[src/rtl/alu_pkg.sv]
// Shared op codes, FSM states and op classification for the sequential ALU.
package alu_pkg;

  typedef enum logic [3:0] {
    OP_ADD = 4'd0, OP_SUB = 4'd1, OP_MUL = 4'd2, OP_AND = 4'd3, OP_OR  = 4'd4,
    OP_XOR = 4'd5, OP_SHL = 4'd6, OP_SHR = 4'd7, OP_DIV = 4'd8, OP_MOD = 4'd9
  } alu_op_e;

  typedef enum logic [1:0] {IDLE, EXEC, ITER} state_e;

  // Raw 4-bit mode so illegal codes 10..15 need no enum cast.
  function automatic logic is_multicycle(logic [3:0] op);
    return (op == OP_MUL) || (op == OP_DIV) || (op == OP_MOD);
  endfunction

endpackage

[src/rtl/alu_muldiv_seq.sv]
// Shift-add multiplier and restoring divider sharing one adder and one counter.
module alu_muldiv_seq #(
  parameter int N = 8
) (
  input  logic           clk,
  input  logic           rst_n,
  input  logic           go,
  input  logic           op_div,
  input  logic [N-1:0]   a,
  input  logic [N-1:0]   b,
  output logic           busy,
  output logic           done,
  output logic [2*N-1:0] prod,
  output logic [N-1:0]   quo,
  output logic [N-1:0]   rem
);
  localparam int CNT_W = $clog2(N+1);

  // hi/lo hold the partial product for MUL, remainder/quotient for DIV.
  logic [N-1:0]     hi, lo, b_r;
  logic [CNT_W-1:0] cnt;
  logic             div_r;
  logic [N:0]       add_x, add_y;
  logic [N+1:0]     sum;
  logic             ge;

  // Divide subtracts via x + ~b + 1; carry-out set means shifted remainder >= b.
  always_comb begin
    add_x = div_r ? {hi, lo[N-1]} : {1'b0, hi};
    add_y = div_r ? ~{1'b0, b_r} : (lo[0] ? {1'b0, b_r} : '0);
    sum   = {1'b0, add_x} + {1'b0, add_y} + {{(N+1){1'b0}}, div_r};
    ge    = sum[N+1];
  end

  always_ff @(posedge clk or negedge rst_n) begin
    if (!rst_n) begin
      hi <= '0; lo <= '0; b_r <= '0; cnt <= '0;
      div_r <= 1'b0; busy <= 1'b0; done <= 1'b0;
    end else begin
      done <= 1'b0;
      if (go) begin
        hi    <= '0;
        lo    <= a;
        b_r   <= b;
        div_r <= op_div;
        cnt   <= CNT_W'(N);
        busy  <= 1'b1;
      end else if (busy) begin
        if (div_r) begin
          hi <= ge ? sum[N-1:0] : add_x[N-1:0];
          lo <= {lo[N-2:0], ge};
        end else begin
          hi <= sum[N:1];
          lo <= {sum[0], lo[N-1:1]};
        end
        cnt <= cnt - 1'b1;
        if (cnt == CNT_W'(1)) begin
          busy <= 1'b0;
          done <= 1'b1;
        end
      end
    end
  end

  assign prod = {hi, lo};
  assign quo  = lo;
  assign rem  = hi;

endmodule

[src/rtl/alu_secuencial.sv]
// Clocked N-bit ALU: start/done handshake, registered result and flags, multi-cycle MUL/DIV/MOD.
module alu_secuencial
  import alu_pkg::*;
#(
  parameter int N = 8
) (
  input  logic           clk,
  input  logic           rst_n,
  input  logic           start,
  input  logic [3:0]     mode,
  input  logic [N-1:0]   in1,
  input  logic [N-1:0]   in2,
  output logic           busy,
  output logic           done,
  output logic [2*N-1:0] result,
  output logic           neg,
  output logic           cero,
  output logic           carry,
  output logic           des,
  output logic           err
);
  localparam logic [N-1:0] N_V = N'(N);

  state_e           state;
  logic [N-1:0]     a_r, b_r;
  logic [3:0]       op_r;
  logic             md_busy, md_done;
  logic [2*N-1:0]   md_prod;
  logic [N-1:0]     md_quo, md_rem;
  logic             finish, accept, go;
  logic [2*N-1:0]   nxt_res;
  logic             nxt_neg, nxt_carry, nxt_des, nxt_err;
  logic [N:0]       sum;

  // Completion and a fresh accept may share an edge, giving back-to-back ops.
  assign finish = (state == EXEC) || ((state == ITER) && md_done && !md_busy);
  assign accept = start && ((state == IDLE) || finish);
  assign go     = accept && is_multicycle(mode) && !((mode != OP_MUL) && (in2 == '0));

  alu_muldiv_seq #(.N(N)) u_muldiv (
    .clk(clk), .rst_n(rst_n), .go(go), .op_div(mode != OP_MUL),
    .a(in1), .b(in2), .busy(md_busy), .done(md_done),
    .prod(md_prod), .quo(md_quo), .rem(md_rem)
  );

  always_comb begin
    nxt_res = '0; nxt_neg = 1'b0; nxt_carry = 1'b0; nxt_des = 1'b0; nxt_err = 1'b0;
    sum = '0;
    if (state == ITER) begin
      case (op_r)
        OP_MUL:  nxt_res = md_prod;
        OP_DIV:  nxt_res = {{N{1'b0}}, md_quo};
        default: nxt_res = {{N{1'b0}}, md_rem};
      endcase
    end else begin
      case (op_r)
        OP_ADD: begin
          sum = {1'b0, a_r} + {1'b0, b_r};
          nxt_res[N-1:0] = sum[N-1:0];
          nxt_carry = sum[N];
          nxt_neg   = sum[N-1];
          nxt_des   = (a_r[N-1] == b_r[N-1]) && (sum[N-1] != a_r[N-1]);
        end
        OP_SUB: begin
          sum = {1'b0, a_r} - {1'b0, b_r};
          nxt_res[N-1:0] = sum[N-1:0];
          nxt_carry = sum[N];
          nxt_neg   = sum[N-1];
          nxt_des   = (a_r[N-1] != b_r[N-1]) && (sum[N-1] != a_r[N-1]);
        end
        OP_AND: nxt_res[N-1:0] = a_r & b_r;
        OP_OR:  nxt_res[N-1:0] = a_r | b_r;
        OP_XOR: nxt_res[N-1:0] = a_r ^ b_r;
        // One guard bit catches the last bit shifted out.
        OP_SHL: if (b_r < N_V) begin
          sum = {1'b0, a_r} << b_r;
          nxt_res[N-1:0] = sum[N-1:0];
          nxt_carry = sum[N];
        end
        OP_SHR: if (b_r < N_V) begin
          sum = {a_r, 1'b0} >> b_r;
          nxt_res[N-1:0] = sum[N:1];
          nxt_carry = sum[0];
        end
        default: nxt_err = 1'b1;  // DIV/MOD by zero or illegal code
      endcase
    end
  end

  always_ff @(posedge clk or negedge rst_n) begin
    if (!rst_n) begin
      state <= IDLE; a_r <= '0; b_r <= '0; op_r <= '0;
      busy <= 1'b0; done <= 1'b0; result <= '0;
      neg <= 1'b0; cero <= 1'b1; carry <= 1'b0; des <= 1'b0; err <= 1'b0;
    end else begin
      done <= finish;
      if (finish) begin
        result <= nxt_res;
        neg    <= nxt_neg;
        cero   <= (nxt_res == '0);
        carry  <= nxt_carry;
        des    <= nxt_des;
        err    <= nxt_err;
      end
      if (accept) begin
        a_r   <= in1;
        b_r   <= in2;
        op_r  <= mode;
        state <= go ? ITER : EXEC;
        busy  <= 1'b1;
      end else if (finish) begin
        state <= IDLE;
        busy  <= 1'b0;
      end
    end
  end

endmodule
[config.mk]
export PLATFORM = sky130hd
export DESIGN_NAME = alu_secuencial
export DESIGN_NICKNAME = d
export VERILOG_FILES = /design/src/rtl/alu_pkg.sv /design/src/rtl/alu_muldiv_seq.sv /design/src/rtl/alu_secuencial.sv
export SDC_FILE = /design/constraint.sdc
export NUM_CORES = 1
export LEC_CHECK = 0
export ABC_AREA = 0
export BUFFER_PORTS_ARGS = -buffer_cell sky130_fd_sc_hd__buf_4
export CAP_MARGIN = 20
export CORE_UTILIZATION = 55
export DETAILED_ROUTE_END_ITERATION = 8
export GPL_TIMING_DRIVEN = 0
export PLACE_DENSITY_LB_ADDON = 0.08
export SLEW_MARGIN = 15
export SYNTH_ARGS = -nofsm -noshare
export SYNTH_HDL_FRONTEND = slang
export SYNTH_SLANG_ARGS = --single-unit
export TNS_END_PERCENT = 100
[constraint.sdc]
create_clock -name clk -period 8 [get_ports clk]
set_clock_uncertainty 0.1 [all_clocks]
set_input_delay 0.8 -clock clk [delete_from_list [all_inputs] [get_ports clk]]
set_output_delay 0.8 -clock clk [all_outputs]
set_load 0.1 [all_outputs]
Word level (Yosys, flattened, before mapping)
Index checks and enable logic that the tools add are counted.

word-level totals
  latch bits = 0
  memories kept = 0
  word-level logic and storage cells = 110
  bits in read-only memories = 0
  bits in writable memories = 0
  flip-flop bits (word level) = 76
  output and inout port bits = 23
  input bits = 23

cells by class
  bitwise logic cells = 4
  div/mod/pow operators = 0
  multipliers = 0
  multiplexer cells = 39
  reductions and logical operators = 21
  shift-type cells = 2
  equality and inequality tests = 19
  $add $sub $neg = 5
  order comparisons = 1

operator list
  operator                                                               count
  8-bit two-way mux                                                      12
  8-bit one-hot mux with 7 select lines                                  1
  16-bit one-hot mux with 2 select lines                                 1
  9-bit two-way mux                                                      2
  4-bit by 3-bit equality test with 1-bit output, second input constant  4
  16-bit logical NOT                                                     1
  1-bit two-way mux                                                      15
  4-bit by 2-bit equality test with 1-bit output, second input constant  3
  4-bit equality test, second input constant                             3
  10-bit by 1-bit adder with 10-bit output                               1
  9-bit by 9-bit adder with 10-bit output                                1
  8-bit by 8-bit adder with 9-bit output                                 1
  8-bit inverter with 9-bit output                                       1
  8-bit by 8-bit left shift with 9-bit output                            1
  9-bit by 8-bit right shift with 9-bit output                           1
  8-bit by 8-bit subtractor with 9-bit output                            1
  8-bit bitwise AND                                                      1
  4-bit by 1-bit equality test with 1-bit output, second input constant  2
  1-bit logical AND                                                      8
  8-bit logical NOT                                                      1
  8-bit by 4-bit < comparator with 1-bit output, second input constant   1
  4-bit two-way mux                                                      2
  8-bit OR                                                               1
  8-bit bitwise XOR                                                      1
  other kinds (15)                                                       25

Longest topological paths before layout
Gate-level depths: netlist (run 1).

  depth in word-level cells = 10
  mapped depth = 15
  mapped depth without buffers = 13

Hierarchy
A second synthesis (run 1) with hierarchy kept.

second synthesis, totals
  cells, all modules = 697
  area total of the unflattened synthesis = 6302.3 um^2

modules (own cells, without submodules)
  module          times used  area an instance (um^2)  sequential area each (um^2)  cells each
  alu_secuencial  1           4001.3                   1127.3                       454
  alu_muldiv_seq  1           2301.0                   775.7                        243

Worst setup path after synthesis (run 1)
No wires, ideal clock.

  path type = reg2reg
  from = reg u_muldiv.div_r
  to = reg u_muldiv.hi[3], in the netlist u_muldiv.rem[3]
  library setup time = 0.120 ns
  required time = 7.780 ns
  data arrival time = 3.091 ns
  period minus slack after synthesis = 3.311 ns
  setup slack = 4.689 ns
  buffers on the path = 2
  stages on the path, launching flop included = 13
  cell sequence = dfrtp_1 > clkbuf_1 > clkbuf_1 > mux2_2 > ha_1 > nor2b_1 > o21ai_1 > a21boi_1 > o31a_1 > o21ai_2 > mux2i_1 > a211oi_1 > a31o_1

between the ends
  cells in the longest elaborated chain, start to end = 7
  elaborated cells on any way between the ends = 8
  those cells by class = add/sub: 2; mux: 6

RTL lines
  item                                         RTL line                                    source
  start, declared                              alu_muldiv_seq.sv:22                        logic div_r;
  start signal, assigned                       alu_muldiv_seq.sv:45                        div_r <= op_div;
  9-bit two-way mux, on equally long branches  alu_muldiv_seq.sv:29, alu_muldiv_seq.sv:30
  9-bit by 9-bit adder with 10-bit output      alu_muldiv_seq.sv:31                        sum = {1'b0, add_x} + {1'b0, add_y} + {{(N+1){1'b0}}, div_r};
  10-bit by 1-bit adder with 10-bit output     alu_muldiv_seq.sv:31
  8-bit two-way mux                            alu_muldiv_seq.sv:50                        hi <= ge ? sum[N-1:0] : add_x[N-1:0];
  8-bit two-way mux *                          alu_muldiv_seq.sv:49                        if (div_r) begin
  8-bit two-way mux *                          alu_muldiv_seq.sv:48                        end else if (busy) begin
  8-bit two-way mux *                          alu_muldiv_seq.sv:41                        if (go) begin
  end signal, assigned                         alu_muldiv_seq.sv:50
  end signal, assigned                         alu_muldiv_seq.sv:53                        hi <= sum[N:1];
  end, declared                                alu_muldiv_seq.sv:20                        logic [N-1:0] hi, lo, b_r;

Every way passes the cells marked *; elsewhere a longest branch is shown, timed or not. The select of a mux whose other input is x is not followed.
A chain may end at the register's enable or synchronous reset.

Worst setup path in the final report (run 1)
  from = reg u_muldiv.div_r
  to = reg u_muldiv.hi[6], in the netlist u_muldiv.rem[6]

Same word-level chain as after synthesis.

==> results.toml, run 1 <==
[floorplan]
fp.dieW_um = 106
start_util_pct = 57.3
rows = 37
die-height_um = 106
io_pins = 46
coreArea_um2 = 10400
dieArea_um2 = 11300

[outcome]
status = "finished, final reports clean"

[route]
post_drt_wl_per_cell_um = 21.2
viasPerCell = 6.51
ant_nets = 0
dr_total_vias = 5705
drt_first_pass_iters = 8
drtIter0Drc = 471
postRouteWirelength_um = 18600
total_drc_errors_in_the_routed_layout = 0

[worst_setup_path]
crit_fanout = 10
crit_path_start_kind = "register"
critical_path_required_ns = 8.14
slowest_cell_on_crit_path = "clkbuf_1"
cp_top_family = "compound AO/OA/AOI/OAI gates"
path_class = "register to register"
path_common_cell = "clkbuf_1"
crit_path_max_incr_delay_ns = 0.54
cp-end-kind = "register"
timing.critical_path.cells = "clkbuf_1 > clkbuf_1 > mux2_2 > ha_1 > nor2b_1 > o21ai_1 > a21boi_1 > o31a_1 > o21ai_2 > nand2_1 > o2111a_1 > a2111oi_0"
crit_arrival_ns = 4.06
critical_path.n_buffers_inverters = 2

[synth]
synth.yosys.warnings = 0
edff_count_synth = 0
synth_seq_area_share_pct = 31.9
most_used_standard_cell_by_instance_count_after_synthesis = "dfrtp_1"
syn-num-nets = 740
post_synth_instance_area_um2 = 5960
post_synthesis_sequential_element_count = 76
synth_top_cells_by_count = "75 x dfrtp_1, 74 x nand2_1, 55 x nor2_1"
synth_top_cell_area_share_pct = 31.5
synth.distinct_cells = 77
postSynth.asyncResetShare_pct = 100
synth_largest_area_cell = "dfrtp_1"
syn-mean-instance-area_um2 = 8.78
synth_top_cells_by_area = "dfrtp_1 31%, mux2_2 7.4%, ha_1 7.1%"
syn-instance-count = 679
synthFlopType = "dfrtp_1"

[placement]
gpl.final_weighted_congestion = 0.975
dp.cells = 860
placed_area_um2 = 6470
port_buffers = 45
dp_hpwl_um = 13900

[clock_network]
cts_setup_buffers = 0
clock_tree.buffer_depth = 2
cts_inserted_buffers = 9
post_cts_resize_count = 0
cts.root.buffer_cell = "clkbuf_8"
postCtsHoldBufs = 0
h-tree-depth = 3
clock_sink_count = 76
cts_tree = "yes"
clk_pin_slew_ns = 0.09
clkLatencyLatePin_ns = 0.36

[timing]
headroom_to_the_max_slew_limit_pct = 37.5
finalSetupViolations = 0
finalMaxSlewViolations = 0
hold_viol_final = 0
fin_crit_ns = 3.92
finalHoldWorstSlack_ns = 0.389
max_freq_ghz = 0.255
finalSetupTns_ns = 0
grt_setup_unrepaired = "no"
layout_worst_path_cycle_share_pct = 48.9
worst_pin_slew_ns = 0.937

[hold_path]
worst_hold_path_type = "register to register"

[layout]
share_of_cells_above_drive_strength_1_pct = 18.2
antenna_cells_inserted = 0
number_of_fill_cells_in_the_layout = 907
design.final.nets = 796
finish.instance_area_um2 = 6700
area.growth.synth_to_final_pct = 12.4
post_layout_nonfiller_instances = 876

[grt]
globalRouteOverflowTotal = 0
first_pass_grt_wire_length_um = 29400
global_route_usage_over_all_layers_pct = 34.1
initial_antenna_violation_count = 0
first_global_vias = 5480
grt_start_max_net_pins = 77

[flow_run]
max_cap_viol_count = 0
routing by layer:
layer	global-route usage [%]	share of wire (%)	up-vias
li1	-	-	2582
met3	9.63	11	33
met1	47.9	44	2782
met2	50.5	43	308
met4	11.4	2.3	0
met5	0	0	-
final cells by class:
cell class	instances	area [µm²]	share of cell area, %
multi-input cells	523	3720	55.6
repair buffers	45	338	5.04
inverters	36	135	2.02
well taps	136	170	2.54
plain buffers	44	201	3.00
clock buffers	10	138	2.05
flip-flops and latches	76	1900	28.4
clock inverters	6	93.8	1.40
path summary, 6_finish.rpt:
path	start	endpoint	slack [ns]	cells after the start
max	u_muldiv.div_r	u_muldiv.rem[6]	4.08	12
max reg2reg	u_muldiv.div_r	u_muldiv.rem[6]	4.08	12
min in group asynchronous	rst_n	neg	0.47	1
max in group asynchronous	rst_n	u_muldiv.rem[2]	6.72	1
min	err	err	0.39	2
min reg2reg	err	err	0.39	2
cell usage in the layout (no fill, tap or decap), types with 7 or more instances in the layout:
cell type,n
a211oi_1,10
nand2b_1,13
inv_1,31
o21ai_0,37
ha_1,34
mux2i_1,26
mux2_2,39
nor2b_1,12
nor3_1,13
clkbuf_8,10
a31oi_1,7
nand3_1,10
a21oi_1,43
nor2_1,55
nor4_1,12
a22o_1,10
dfrtp_1,75
clkbuf_1,22
buf_2,14
nand2_1,74
buf_4,46
tightest hold or removal path: cells and delay by family, from the launching register on:
| kind | cells | cell delay [ns] |
|---|---|---|
| AO/OA/AOI/OAI | 1 | 0.06 |
| flip-flops | 1 | 0.35 |
| AND/OR/NAND/NOR | 1 | 0.05 |
logic make-up after synthesis:
group	synth area share (%)
AND/OR/NAND/NOR	17.6
AO/OA/AOI/OAI	21.9
buffers and inverters	5.64
flip-flops	31.9
multiplexers	12.7
adder cells (fa/ha/maj)	8.48
XOR/XNOR	1.76
state kept, by name (all words and copies together), names as in the netlist:
register	count
result	16
a_r	8
b_r	8
u_muldiv.b_r	8
u_muldiv.quo	8
u_muldiv.rem	8
op_r	4
u_muldiv.cnt	4
state	2
busy	1
carry	1
cero	1
des	1
done	1
err	1
neg	1
u_muldiv.busy	1
u_muldiv.div_r	1
u_muldiv.done	1
per-stage QoR:
step | utilization [%] | worst slack, ns
4_1_cts | 64.4 | 4.12
6_report | 64.4 | 4.08
3_5_place_dp | 62.1 | 4.19
2_1_floorplan | - | 4.69
3_3_place_gp | 62.1 | 4.22
5_1_grt | 64.4 | 3.86
Power of run 1 is left out: the tool's default activity adds up to more than one toggle a clock period on the data nets, which glitch-free logic cannot reach.
==> run 2: changes to the inputs <==
==> constraint.sdc (replaced) <==
create_clock -name clk -period 3.85 [get_ports clk]
set_clock_uncertainty 0.1 [all_clocks]
set_input_delay 0.385 -clock clk [delete_from_list [all_inputs] [get_ports clk]]
set_output_delay 0.385 -clock clk [all_outputs]
set_load 0.1 [all_outputs]
==> results.toml, run 2 (synthesis gave the netlist of run 1 again) <==
[route]
dr_total_vias = 5656
total_drc_errors_in_the_routed_layout = 0
post_drt_wl_per_cell_um = 21.1
viasPerCell = 6.46
drtIter0Drc = 402
postRouteWirelength_um = 18400
drt_first_pass_iters = 5
ant_nets = 0

[layout]
largest_reg_flops = 16
final_common_cell = "dfrtp_1"
antenna_cells_inserted = 0
final_cell_mix = "75 x dfrtp_1, 74 x nand2_1, 55 x nor2_1"
share_of_cells_above_drive_strength_1_pct = 18.7
largest_register = "result"
area.growth.synth_to_final_pct = 12.5
design.final.nets = 795
number_of_fill_cells_in_the_layout = 903

[grt]
first_global_vias = 5480
global_route_usage_over_all_layers_pct = 34.1
grt_start_max_net_pins = 77
globalRouteOverflowTotal = 0
initial_antenna_violation_count = 0
first_pass_grt_wire_length_um = 29400

[floorplan]
fp.dieW_um = 106
start_util_pct = 57.3
die-height_um = 106
io_pins = 46
coreArea_um2 = 10400
dieArea_um2 = 11300
rows = 37

[timing]
grt_setup_unrepaired = "no"
max_freq_ghz = 0.279
fin_crit_ns = 3.58
worst_pin_slew_ns = 0.934
finalSetupViolations = 0
hold_viol_final = 0
finalSetupTns_ns = 0
headroom_to_the_max_slew_limit_pct = 37.7
layout_worst_path_cycle_share_pct = 92.9
finalMaxSlewViolations = 0

[clock_network]
cts_tree = "yes"
clkLatencyLatePin_ns = 0.36
h-tree-depth = 3
cts_inserted_buffers = 9
clock_tree.buffer_depth = 2
cts.root.buffer_cell = "clkbuf_8"
clk_pin_slew_ns = 0.09
clock_sink_count = 76

[placement]
port_buffers = 45
gpl.final_weighted_congestion = 0.975
dp_hpwl_um = 13900

[worst_setup_path]
crit_arrival_ns = 3.71
cp-end-kind = "register"
path_common_cell = "o21ai_0"
crit_path_start_kind = "register"
timing.critical_path.cells = "clkbuf_2 > nand2_1 > o21ai_0 > inv_1 > fa_1 > fa_1 > nor2b_1 > o21ai_0 > a21boi_0 > o21ai_0 > nand2b_1 > xnor2_1 > o2111a_1 > a2111oi_0"
crit_path_max_incr_delay_ns = 0.57
cp_top_family = "compound AO/OA/AOI/OAI gates"
path_class = "register to register"
critical_path_required_ns = 3.99
slowest_cell_on_crit_path = "dfrtp_1"
critical_path.n_buffers_inverters = 2
crit_fanout = 10

[outcome]
status = "finished, final reports clean"

[flow_run]
max_cap_viol_count = 0

[hold_path]
worst_hold_path_type = "input port to async pin"
## run 2: cell count changes in the layout (fill, tap and decap cells not counted)
| cell | previous run | this run |
|---|---|---|
| o21ai_4 | 0 | 1 |
| clkbuf_2 | 0 | 3 |
| clkbuf_1 | 22 | 18 |
| o21ai_2 | 1 | 0 |
## run 2: path summary, 6_finish.rpt
kind	startpoint	endpoint	slack [ns]	depth (start not counted)
hold reg to reg	err	err	0.39	2
min in group clk	in1[5]	u_muldiv.quo[5]	0.14	3
hold / removal	rst_n	neg	0.06	1
setup / recovery	u_muldiv.div_r	u_muldiv.rem[6]	0.27	14
setup reg to reg	u_muldiv.div_r	u_muldiv.rem[6]	0.27	14
max in group asynchronous	rst_n	u_muldiv.rem[2]	2.99	1
## run 2: per-layer routing
| layer | vias up | track usage [%] | routed length (µm) |
|---|---|---|---|
| met2 | 304 | 50.5 | 7880 |
| met4 | 0 | 11.4 | 520 |
| li1 | 2573 | - | - |
| met5 | - | 0 | 0 |
| met1 | 2734 | 47.9 | 8230 |
| met3 | 45 | 9.63 | 1800 |
## run 2: worst register-to-register path: stages, from the launching register on
cell	delay, ns
dfrtp_1	0.57
clkbuf_2	0.31
nand2_1	0.08
o21ai_0	0.12
inv_1	0.09
fa_1	0.41
fa_1	0.41
nor2b_1	0.12
o21ai_0	0.11
a21boi_0	0.26
o21ai_0	0.13
nand2b_1	0.13
xnor2_1	0.10
o2111a_1	0.23
a2111oi_0	0.28
## run 2: timing repair
action,in CTS,in global routing
resized for setup,1,5
setup buffers,0,0
hold buffers,0,0
endpoints found under the setup margin,1,8
pin swaps,0,0
## run 2: per-stage QoR
step           std cells  hold WS (ns)  util, %  worst slack [ns]  cell area [µm²]
6_report             875        0.0574     64.4             0.272             6710
5_1_grt              875         0.138     64.4            0.0533             6710
4_1_cts              876         0.104     64.4            0.0588             6710
3_5_place_dp         860         0.379     62.1            0.0379             6470
3_3_place_gp         860         0.364     62.1            0.0711             6470
2_1_floorplan        679       -0.0106        -             0.539             5960
## run 2: layout make-up
type	instances	area (µm²)	share of cell area (%)
buffer	43	201	3.00
multi-input combinational	523	3730	55.6
clock inverter	6	93.8	1.40
timing repair buffer	45	338	5.03
clock buffer	10	138	2.05
sequential	76	1900	28.4
tap	136	170	2.54
inverter	36	135	2.01
Power of run 2 is left out for the same reason.
